## config.mk

```make
export PLATFORM = sky130hd
export DESIGN_NAME = spi_xfer_seq
export DESIGN_NICKNAME = d
export VERILOG_FILES = /design/src/rtl/spi_xfer_seq.sv
export SDC_FILE = /design/constraint.sdc
export NUM_CORES = 1
export LEC_CHECK = 0
export BUFFER_PORTS_ARGS = -buffer_cell sky130_fd_sc_hd__buf_2
export CAP_MARGIN = 20
export CORE_AREA = 2 2 91 93
export CTS_CLUSTER_DIAMETER = 80
export CTS_CLUSTER_SIZE = 12
export DETAILED_ROUTE_END_ITERATION = 10
export DIE_AREA = 0 0 93 95
export HOLD_SLACK_MARGIN = 0.15
export PLACE_DENSITY = 0.84
export SYNTH_ARGS = -nofsm -noshare
export SYNTH_HDL_FRONTEND = slang
export SYNTH_SLANG_ARGS = --single-unit
```

## constraint.sdc

```tcl
create_clock -name clk -period 2.6 [get_ports clk]
set_input_delay 0 -clock clk [delete_from_list [all_inputs] [get_ports clk]]
set_output_delay 0 -clock clk [all_outputs]
set_load 0.005 [all_outputs]
```

## src/rtl/spi_xfer_seq.sv

```systemverilog
// spi_xfer_seq: byte-burst sequencer for an SPI byte engine.
// Bytes queued in a TX FIFO are handed to the engine one at a time. A go/len
// request runs a burst of len bytes, and seq_done pulses once when it ends.
// Optional RX path: define SPI_XFER_SEQ_RX_FIFO_EN to build the RX FIFO and
// the sticky overflow flag. Without it, received bytes are dropped and the RX
// outputs are tied to zero.
module spi_xfer_seq #(
    parameter int DEPTH = 8,
    parameter int LEN_W = 8
) (
    input  logic             clk,
    input  logic             rst_n,
    // TX FIFO write port
    input  logic             tx_wr_valid,
    input  logic [7:0]       tx_wr_data,
    output logic             tx_wr_ready,
    // RX FIFO read port, first-word-fall-through
    output logic             rx_rd_valid,
    output logic [7:0]       rx_rd_data,
    input  logic             rx_rd_ready,
    // burst request
    input  logic             go,
    input  logic [LEN_W-1:0] len,
    output logic             seq_busy,
    output logic             seq_done,
    output logic             rx_ovf,
    // byte engine
    output logic             m_start,
    output logic [7:0]       m_tx_data,
    input  logic             m_busy,
    input  logic             m_done,
    input  logic [7:0]       m_rx_data
);

    localparam int AW = $clog2(DEPTH);
    localparam logic [AW:0] FULL_CNT = (AW + 1)'(DEPTH);

    localparam logic [1:0] ST_IDLE   = 2'd0;
    localparam logic [1:0] ST_ISSUE  = 2'd1;
    localparam logic [1:0] ST_WAIT   = 2'd2;
    localparam logic [1:0] ST_FINISH = 2'd3;

    logic [1:0]       state_q, state_d;
    logic [LEN_W-1:0] rem_q, rem_d;
    logic             m_start_q;
    logic [7:0]       m_tx_data_q;
    logic             seq_done_q;

    // ------------------------------------------------------------------
    // TX FIFO
    // ------------------------------------------------------------------
    logic [7:0]    tx_mem [DEPTH];
    logic [AW-1:0] tx_wptr_q, tx_rptr_q;
    logic [AW:0]   tx_cnt_q;
    logic          tx_push, tx_pop, tx_empty;
    logic          issue_fire;

    assign tx_wr_ready = (tx_cnt_q != FULL_CNT);
    assign tx_empty    = (tx_cnt_q == '0);
    assign tx_push     = tx_wr_valid && tx_wr_ready;
    assign issue_fire  = (state_q == ST_ISSUE) && !tx_empty && !m_busy;
    assign tx_pop      = issue_fire;

    // TX storage write; no reset needed, the count qualifies the contents
    always_ff @(posedge clk) begin
        if (tx_push) begin
            tx_mem[tx_wptr_q] <= tx_wr_data;
        end
    end

    // TX pointers and occupancy; pointers wrap naturally at the power-of-two depth
    always_ff @(posedge clk or negedge rst_n) begin
        if (!rst_n) begin
            tx_wptr_q <= '0;
            tx_rptr_q <= '0;
            tx_cnt_q  <= '0;
        end else begin
            if (tx_push) begin
                tx_wptr_q <= tx_wptr_q + 1'b1;
            end
            if (tx_pop) begin
                tx_rptr_q <= tx_rptr_q + 1'b1;
            end
            unique case ({tx_push, tx_pop})
                2'b10:   tx_cnt_q <= tx_cnt_q + 1'b1;
                2'b01:   tx_cnt_q <= tx_cnt_q - 1'b1;
                default: tx_cnt_q <= tx_cnt_q;
            endcase
        end
    end

    // ------------------------------------------------------------------
    // Sequencer FSM
    // ------------------------------------------------------------------

    // Next-state and remaining-count logic
    always_comb begin
        state_d = state_q;
        rem_d   = rem_q;
        case (state_q)
            ST_IDLE: begin
                if (go) begin
                    rem_d   = len;
                    state_d = (len == '0) ? ST_FINISH : ST_ISSUE;
                end
            end
            ST_ISSUE: begin
                if (issue_fire) begin
                    state_d = ST_WAIT;
                end
            end
            ST_WAIT: begin
                if (m_done) begin
                    if (rem_q != '0) begin
                        rem_d = rem_q - LEN_W'(1);
                    end
                    // A zero count here would be illegal; end the burst rather than hang.
                    state_d = (rem_q <= LEN_W'(1)) ? ST_FINISH : ST_ISSUE;
                end
            end
            ST_FINISH: begin
                state_d = ST_IDLE;
            end
            default: begin
                state_d = ST_IDLE;
            end
        endcase
    end

    // FSM state and remaining-byte counter
    always_ff @(posedge clk or negedge rst_n) begin
        if (!rst_n) begin
            state_q <= ST_IDLE;
            rem_q   <= '0;
        end else begin
            state_q <= state_d;
            rem_q   <= rem_d;
        end
    end

    // Registered engine strobe, held TX byte and completion pulse
    always_ff @(posedge clk or negedge rst_n) begin
        if (!rst_n) begin
            m_start_q   <= 1'b0;
            m_tx_data_q <= 8'h00;
            seq_done_q  <= 1'b0;
        end else begin
            m_start_q  <= issue_fire;
            seq_done_q <= (state_q == ST_FINISH);
            if (issue_fire) begin
                m_tx_data_q <= tx_mem[tx_rptr_q];
            end
        end
    end

    assign m_start   = m_start_q;
    assign m_tx_data = m_tx_data_q;
    assign seq_done  = seq_done_q;
    assign seq_busy  = (state_q != ST_IDLE);

    // ------------------------------------------------------------------
    // RX path
    // ------------------------------------------------------------------
`ifdef SPI_XFER_SEQ_RX_FIFO_EN
    logic [7:0]    rx_mem [DEPTH];
    logic [AW-1:0] rx_wptr_q, rx_rptr_q;
    logic [AW:0]   rx_cnt_q;
    logic          rx_event, rx_full, rx_push, rx_pop;
    logic          rx_ovf_q;

    assign rx_event    = (state_q == ST_WAIT) && m_done;
    assign rx_full     = (rx_cnt_q == FULL_CNT);
    assign rx_push     = rx_event && !rx_full;
    assign rx_rd_valid = (rx_cnt_q != '0);
    assign rx_pop      = rx_rd_ready && rx_rd_valid;
    assign rx_rd_data  = rx_mem[rx_rptr_q];
    assign rx_ovf      = rx_ovf_q;

    // RX storage write
    always_ff @(posedge clk) begin
        if (rx_push) begin
            rx_mem[rx_wptr_q] <= m_rx_data;
        end
    end

    // RX pointers, occupancy and sticky overflow (cleared by the next accepted go)
    always_ff @(posedge clk or negedge rst_n) begin
        if (!rst_n) begin
            rx_wptr_q <= '0;
            rx_rptr_q <= '0;
            rx_cnt_q  <= '0;
            rx_ovf_q  <= 1'b0;
        end else begin
            if (rx_push) begin
                rx_wptr_q <= rx_wptr_q + 1'b1;
            end
            if (rx_pop) begin
                rx_rptr_q <= rx_rptr_q + 1'b1;
            end
            unique case ({rx_push, rx_pop})
                2'b10:   rx_cnt_q <= rx_cnt_q + 1'b1;
                2'b01:   rx_cnt_q <= rx_cnt_q - 1'b1;
                default: rx_cnt_q <= rx_cnt_q;
            endcase
            if ((state_q == ST_IDLE) && go) begin
                rx_ovf_q <= 1'b0;
            end else if (rx_event && rx_full) begin
                rx_ovf_q <= 1'b1;
            end
        end
    end
`else
    // No RX storage: received bytes are discarded.
    logic unused_rx;
    assign unused_rx   = ^{m_rx_data, rx_rd_ready};
    assign rx_rd_valid = 1'b0;
    assign rx_rd_data  = 8'h00;
    assign rx_ovf      = 1'b0;
`endif

endmodule

```

* Word level (Yosys, flattened, before mapping)
Memories as Yosys holds them, arrays and structs flattened. A register that Yosys moved wholly into a read port is not among the register bits.
Index checks and enable logic that the tools add are counted.
** Storage, ports and cells
- Latch bits :: 0
- Output and inout bits :: 22
- Logic and storage cells :: 52
- Bits of input ports :: 31
- Bits in writable memories :: 64
- Bits in registers :: 22
- Memories :: 1
- Memory bits (read-only) :: 0
** Operators by class
- Reductions and logical operators :: 15
- Mux-type cells :: 13
- Eq/ne operators :: 10
- Shift-type cells :: 0
- Add/sub/neg operators :: 5
- Order comparisons :: 1
- $mul :: 0
- Bitwise gates (word level) :: 0
- Div/mod/pow operators :: 0
** Memories
- tx_mem :: words 8, bits a word 8, read ports 1, clocked after memory_dff 1, write ports 1, RTL line 52 : logic [7:0] tx_mem [DEPTH];
** Operators with widths (count)
- $mux W8 :: 3
- $pmux W8 S2 :: 1
- $mux W2 :: 5
- $le A8 B1 Y1 const B :: 1
- $logic_not A8 Y1 :: 1
- $ne A2 B2 Y1 const B :: 4
- $pmux W2 S4 :: 1
- $pmux W4 S2 :: 1
- $reduce_bool A8 Y1 :: 1
- $sub A8 B1 Y8 const B :: 1
- $add A3 B1 Y3 const B :: 2
- $eq A2 B2 Y1 const B :: 3
- $reduce_bool A2 Y1 :: 3
- $add A4 B1 Y4 const B :: 1
- $eq A2 B1 Y1 const B :: 2
- $logic_not A4 Y1 :: 1
- $ne A4 B4 Y1 const B :: 1
- $reduce_and A4 Y1 :: 1
- $sub A4 B1 Y4 const B :: 1
- $logic_and A1 B1 Y1 :: 3
- $logic_not A1 Y1 :: 3
- $reduce_and A3 Y1 :: 1
- $logic_not A2 Y1 :: 1
- $mux W1 :: 2

* Depth between registers and ports, before layout
Gate-level depths: netlist of the first run.
- Depth in word-level cells :: 6
- Gate-level depth with buffers :: 10
- Gate-level depth less buffers :: 9

* Worst setup path after synthesis of the first run
Ideal clock, no wire load.
- Path type :: flip-flop to flip-flop
- Start :: register tx_cnt_q[1]
- End :: register tx_cnt_q[2]
- Path slack :: 0.193 ns
- Data arrival time :: 2.282 ns
- Library setup time :: 0.125 ns
- Stages on the path, launching flop included :: 10
- Data required time :: 2.475 ns
- Path buffers :: 0
- Clock period less this slack :: 2.407 ns
- Path through :: dfrtp_1 -> or4b_2 -> nand2_1 -> ha_1 -> xor2_1 -> ha_1 -> a21oi_1 -> xor2_1 -> nor2_1 -> xor2_1
** Between the ends
- Elaborated cells on any way between the ends :: 12
- Those cells by class :: 2 x add/sub; 3 x eq/ne; 1 x mux; 6 x reduce/logical
** RTL lines
- start, declared :: RTL line 54 : logic [AW:0] tx_cnt_q;
- start signal, assigned :: RTL line 85 : 2'b10: tx_cnt_q <= tx_cnt_q + 1'b1;
- start signal, assigned :: RTL line 86 : 2'b01: tx_cnt_q <= tx_cnt_q - 1'b1;
- start signal, assigned :: RTL line 87 : default: tx_cnt_q <= tx_cnt_q;
- $ne A4 B4 Y1 (*) :: RTL line 58 : assign tx_wr_ready = (tx_cnt_q != FULL_CNT);
- net tx_wr_ready :: RTL line 16 : output logic tx_wr_ready,
- $logic_and A1 B1 Y1 (*) :: RTL line 60 : assign tx_push = tx_wr_valid && tx_wr_ready;
- $eq A2 B1 Y1 / $eq A2 B2 Y1 (equally long branches) :: RTL line 84 : unique case ({tx_push, tx_pop})
- $pmux W4 S2 / $reduce_bool A2 Y1 (equally long branches)
The timed path passes the listed nets; every way through them passes the cells marked *.
A chain may end at the register's enable or synchronous reset.

* Final worst setup path of the first run
- Start :: register tx_cnt_q[0]
- End :: register tx_cnt_q[2]
** Between the ends
- Word-level cells in the longest chain between the ends :: 6
- Elaborated cells on any way between the ends :: 12
- Those cells by class :: 2 x add/sub; 3 x eq/ne; 1 x mux; 6 x reduce/logical
** RTL lines
- $logic_not A4 Y1 :: RTL line 59 : assign tx_empty = (tx_cnt_q == '0);
- $logic_not A1 Y1 :: RTL line 61 : assign issue_fire = (state_q == ST_ISSUE) && !tx_empty && !m_busy;
- $logic_and A1 B1 Y1 (2 in a row) :: RTL line 61
- $eq A2 B1 Y1 / $eq A2 B2 Y1 (equally long branches) :: RTL line 84
- $pmux W4 S2 / $reduce_bool A2 Y1 (equally long branches)
Several ways; a longest one is shown, not always the timed one.

==> results of run 1 <==
==> state kept, by name, indices dropped and copies added (netlist names) <==
register	flops
m_start	1
m_tx_data	8
rem_q	8
seq_done	1
state_q	2
tx_cnt_q	4
tx_mem	64
tx_rptr_q	3
tx_wptr_q	3
==> critical path: stages, from the launching register on <==
cell     delay (ps)
dfrtp_1         470
or4b_2          710
nand2_2         150
ha_2            240
xor2_1           80
ha_1            170
a21oi_1         170
xor2_1          180
nor2_1           70
xor2_1          140
==> what timing repair did <==
| item | CTS | global route |
|---|---|---|
| setup endpoints to repair | 0 | 1 |
| hold buffers | 25 | 0 |
| hold endpoints to repair | 108 | 0 |
| resized for setup | 0 | 2 |
==> layout make-up <==
class | count | area share
timing repair buffer | 75 | 0.109
multi-input combinational | 157 | 0.284
clock inverter | 7 | 0.0131
clock buffer | 9 | 0.0250
sequential | 94 | 0.538
tap | 105 | 0.0265
inverter | 5 | 0.00378
==> where the power goes <==
part	leakage [µW]	switching (µW)	internal (µW)
Clock	0.0000938	540	370
Sequential	0.000938	333	2000
Combinational	0.000863	854	1020
Total	0.00190	1730	3380
==> synthesized netlist by cell type (all sizes together), types with 2 or more instances <==
| master | n | area (µm²) |
|---|---|---|
| a211oi | 2 | 15.0 |
| a21oi | 8 | 40.0 |
| a221oi | 2 | 17.5 |
| a31oi | 2 | 12.5 |
| buf | 17 | 145 |
| clkbuf | 4 | 15.0 |
| dfrtp | 30 | 751 |
| edfxtp | 64 | 1920 |
| ha | 7 | 87.6 |
| inv | 5 | 18.8 |
| mux2 | 20 | 229 |
| mux4 | 16 | 394 |
| nand2 | 14 | 60.1 |
| nand2b | 5 | 31.3 |
| nand3 | 5 | 25.0 |
| nor2 | 15 | 56.3 |
| nor2b | 3 | 18.8 |
| nor3 | 5 | 25.0 |
| nor4 | 3 | 18.8 |
| o21ai | 7 | 35.0 |
| o32ai | 2 | 17.5 |
| o41ai | 2 | 17.5 |
| or2 | 2 | 12.5 |
| or4 | 4 | 33.8 |
| xnor2 | 3 | 26.3 |
| xor2 | 5 | 43.8 |
==> cell families after synthesis <==
kind of cell / count (synthesis) / share of synthesized area
multiplexers: 37 / 0.150
XOR/XNOR: 8 / 0.0166
AND/OR/NAND/NOR: 63 / 0.0810
adder cells (fa/ha/maj): 7 / 0.0208
other: 1 / 0.000890
flip-flops: 94 / 0.634
AO/OA/AOI/OAI: 32 / 0.0540
buffers and inverters: 26 / 0.0424
==> per-stage QoR <==
stage | TNS, ps | setup WS [ps] | area, µm² | util | hold slack, ps
after detailed placement | 0 | 81.5 | 4520 | 0.570 | 89.2
after CTS | 0 | 79.1 | 4960 | 0.625 | 245
after floorplan | 0 | 193 | 4250 | - | -296
after global routing | -5.12 | -5.12 | 4960 | 0.626 | 277
final | 0 | 124 | 4960 | 0.626 | 217
after global placement | 0 | 208 | 4520 | 0.570 | 79.1
==> routing by layer <==
layer	routed length [µm]	GRT usage
met4	97	0.0686
met5	0	0
met3	244	0.0295
met2	4210	0.340
met1	3350	0.235
==> final timing paths <==
kind                                     end  cells after the start
worst max-delay path             tx_cnt_q[2]                      9
worst min register to register  m_tx_data[6]                      1
worst max register to register   tx_cnt_q[2]                      9
worst min-delay path                rem_q[0]                      2
min in group clk                tx_mem[7][6]                      2
max in group asynchronous       m_tx_data[7]                      2
==> cell usage in the layout (no fill, tap or decap), types with 8 or more instances in the layout <==
cell           Yosys  routed
buf_2              1      33
buf_4             11      17
conb_1             1      10
nor2_1            15      15
clkbuf_8           0       9
nand2_1           13      12
a21oi_1            8       8
dfrtp_1           30      30
dlygate4sd3_1      0      25
mux2_2            19      19
mux4_1             9       9
edfxtp_1          64      64
==> results.yml, run 1 <==
run_status:
  status: "complete, no violations"
final_layout:
  n_fill_cell: 575
  fin_cells: 452
  multi_input_area_mm2: 0.00141
  drive_above_1_share: 0.300
  nets: 380
  syn_to_final_growth_pct: 17.8
  regArea_mm2: 0.00267
  n_antenna_cell: 0
floorplan:
  die_w_um: 93
  fp.dieArea_mm2: 0.00884
  rows: 33
  fp.dieH_um: 95
  ios: 53
  core_mm2: 0.00793
  initial_core_util: 0.532
placement:
  placed_cells: 411
  gp_congestion: 0.928
  portBuffers: 33
  hpwl_mm: 5.26
timing:
  fmax_mhz: 404
  final_hold_viol_count: 0
  fin_worst_skew_ps: 12.6
  slew_viol_final: 0
  relSlewSlack: 0.472
  setup_viol: 0
  min_period_ps: 2480
  tightest_slew_ps: 790
  fin_crit_sh: 0.952
detailed_routing:
  drt-total-wl_mm: 7.90
  routedWlPerCell_um: 17.5
  drcViolationCount: 0
  drt_iter0_drc: 174
  first_pass_iters: 4
  via_per_inst: 5.51
  final_antenna_net_count: 0
  vias: 2490
pwr:
  ir_worst_vdd_mv: 0.403
  leakage_uw: 0.00190
  power_uw: 5110
  power.density_mw_per_mm2: 1030
clock_tree:
  cts_tree: "done"
  clock_latency_ps: 350
  cts_buffers: 9
  cts.path.max_buffers: 2
  htreeDepth: 3
  clk_pin_slew_ps: 100
  cts-root-buf: "clkbuf_8"
  post_cts_buffers: 0
  clock_sinks: 94
synth:
  ys_ff_latch: 94
  ys.flop_type: "edfxtp_1"
  synthArstFlopShare: 0.319
  synth.avg_cell_area_um2: 15.7
  synth_warnings: 0
  synthCells: 268
  syn_area_mm2: 0.00422
  synth.distinct_cells: 50
  seq_area_frac_synth: 0.634
  synth_edf_count: 64
job:
  cap_violations: 0
worst_setup_path:
  r2r-start: "tx_cnt_q[0]"
  cp-end-kind: "flip-flop"
  reg2reg_setup_slack_ps: 120
  start_kind: "flip-flop"
  cp_max_fo: 7
  critPathKind: "flip-flop to flip-flop"
  arrival_ps: 2720
  crit_start: "tx_cnt_q[0]"
  worst_ep_required_time_ps: 2840
grt:
  antenna_found_initial: 0
  grt_use_total: 0.190
  grt_overflow: 0
  first_global_vias: 2481
  grt_max_degree: 31
  grt_pass1_wl_mm: 12.5
worst_hold_path:
  hp-class: "input port to asynchronous set/reset pin"
No activity file was read; power rests on OpenSTA's default activity.
==> run 2, diff against run 1 <==
==> constraint.sdc (replaced) <==
create_clock -name clk -period 2.5 [get_ports clk]
set_input_delay 0 -clock clk [delete_from_list [all_inputs] [get_ports clk]]
set_output_delay 0 -clock clk [all_outputs]
set_load 0.005 [all_outputs]
==> run 2 against run 1 <==
First-iteration DRC count decreased by 6.3%. Clock-buffer cell count up 1. Combinational power is 5% higher. Global-route usage is 0.13 points lower. Highest routed layer unchanged.
==> results.yml, run 2 (synthesis results as in run 1) <==
run_status:
  status: "complete, no violations"
detailed_routing:
  drcViolationCount: 0
  routedWlPerCell_um: 17.4
  first_pass_iters: 4
  drt_iter0_drc: 163
  drt-total-wl_mm: 7.84
  vias: 2504
  via_per_inst: 5.55
  final_antenna_net_count: 0
pwr:
  power_uw: 5300
  ir_worst_vdd_mv: 0.527
  leakage_uw: 0.00187
  power.density_mw_per_mm2: 1070
timing:
  relSlewSlack: 0.428
  fin_worst_skew_ps: 10.7
  final_hold_viol_count: 0
  fmax_mhz: 416
  setup_viol: 0
  min_period_ps: 2400
  slew_viol_final: 0
  worst_slack_ps: 97.9
  tightest_slew_ps: 855
  fin_crit_sh: 0.961
  setup_tns_ps: 0
floorplan:
  ios: 53
  fp.dieArea_mm2: 0.00884
  rows: 33
  die_w_um: 93
  fp.dieH_um: 95
  core_mm2: 0.00793
  initial_core_util: 0.532
final_layout:
  n_fill_cell: 572
  drive_above_1_share: 0.306
  nets: 379
  n_antenna_cell: 0
  most-common-layout-cells: "64 x edfxtp_1, 33 x buf_2, 29 x dfrtp_1"
  syn_to_final_growth_pct: 17.8
  final_common_cell: "edfxtp_1"
  largest_reg_flops: 64
  regMostFlops: "tx_mem"
placement:
  gp_congestion: 0.964
  hpwl_mm: 5.08
  portBuffers: 33
  pre_cts_ws_ps: 17.9
worst_setup_path:
  arrival_ps: 2660
  worst_ep_required_time_ps: 2750
  cp-end-kind: "flip-flop"
  cp_max_fo: 7
  rr_endpoint: "tx_cnt_q[2]"
  reg2reg_setup_slack_ps: 100
  critPathKind: "flip-flop to flip-flop"
  start_kind: "flip-flop"
  r2r_cells: 9
  r2r-start: "tx_cnt_q[0]"
clock_tree:
  cts_buffers: 9
  cts.path.max_buffers: 2
  cts_tree: "done"
  clock_latency_ps: 360
  clock_sinks: 94
  cts-root-buf: "clkbuf_8"
  clk_pin_slew_ps: 100
  htreeDepth: 3
grt:
  grt_overflow: 0
  first_global_vias: 2487
  grt_max_degree: 31
  grt_use_total: 0.188
  grt_pass1_wl_mm: 12.4
  antenna_found_initial: 0
job:
  cap_violations: 0
worst_hold_path:
  hp-class: "input port to asynchronous set/reset pin"
run 2: area by class of cell:
| cell class | instances | area (µm²) | share of cell area |
|---|---|---|---|
| Clock buffer | 10 | 128 | 0.0257 |
| Clock inverter | 6 | 47.5 | 0.00958 |
| Inverter | 5 | 18.8 | 0.00378 |
| Multi-Input combinational cell | 157 | 1430 | 0.289 |
| Sequential cell | 94 | 2670 | 0.539 |
| Tap cell | 105 | 131 | 0.0265 |
| Timing Repair Buffer | 74 | 533 | 0.107 |
run 2: worst max path at each step:
stage | startpoint | end | slack [ps] | cells past startpoint
after floorplan | tx_cnt_q[1] | tx_cnt_q[2] | 90 | 9
after global placement | tx_cnt_q[0] | tx_cnt_q[2] | 190 | 9
after detailed placement | tx_cnt_q[0] | tx_cnt_q[2] | 20 | 9
after CTS | tx_cnt_q[0] | tx_cnt_q[2] | 7 | 9
after global routing | rem_q[1] | rem_q[0] | -5 | 7
final | tx_cnt_q[0] | tx_cnt_q[2] | 100 | 9
run 2: report_power, final:
group	internal [µW]	leakage (µW)	switching, µW
clock network	368	0.0000755	536
logic	1060	0.000860	902
registers	2080	0.000937	349
run 2: timing repair:
action / CTS / global route
endpoints found under the setup margin: 0 / 2
hold buffers: 24 / 0
buffers inserted: 0 / 0
hold endpoints to repair: 108 / 0
resized for setup: 0 / 6
run 2: per-layer routing:
layer / vias up / part of all wire / track usage
met5: - / 0 / 0
met4: 0 / 0.014 / 0.0723
met3: 11 / 0.058 / 0.0407
met2: 88 / 0.53 / 0.329
met1: 1236 / 0.40 / 0.232
li1: 1169 / - / -
run 2: through the flow:
| stage | util | hold WS, ps | cells | area (µm²) |
|---|---|---|---|---|
| after floorplan | - | -296 | 277 | 4250 |
| after global placement | 0.570 | 86.3 | 411 | 4520 |
| after detailed placement | 0.570 | 103 | 411 | 4520 |
| after CTS | 0.622 | 240 | 451 | 4930 |
| after global routing | 0.626 | 269 | 451 | 4960 |
| final | 0.626 | 215 | 451 | 4960 |
run 2: critical path, cell delays in order, from the launching register on:
cell and delay [ps]:
dfrtp_2 460, or4b_2 660, nand2_1 170, ha_4 190, xor2_2 80, ha_1 190
a21oi_1 170, xor2_1 160, nor2_1 60, xor2_1 140
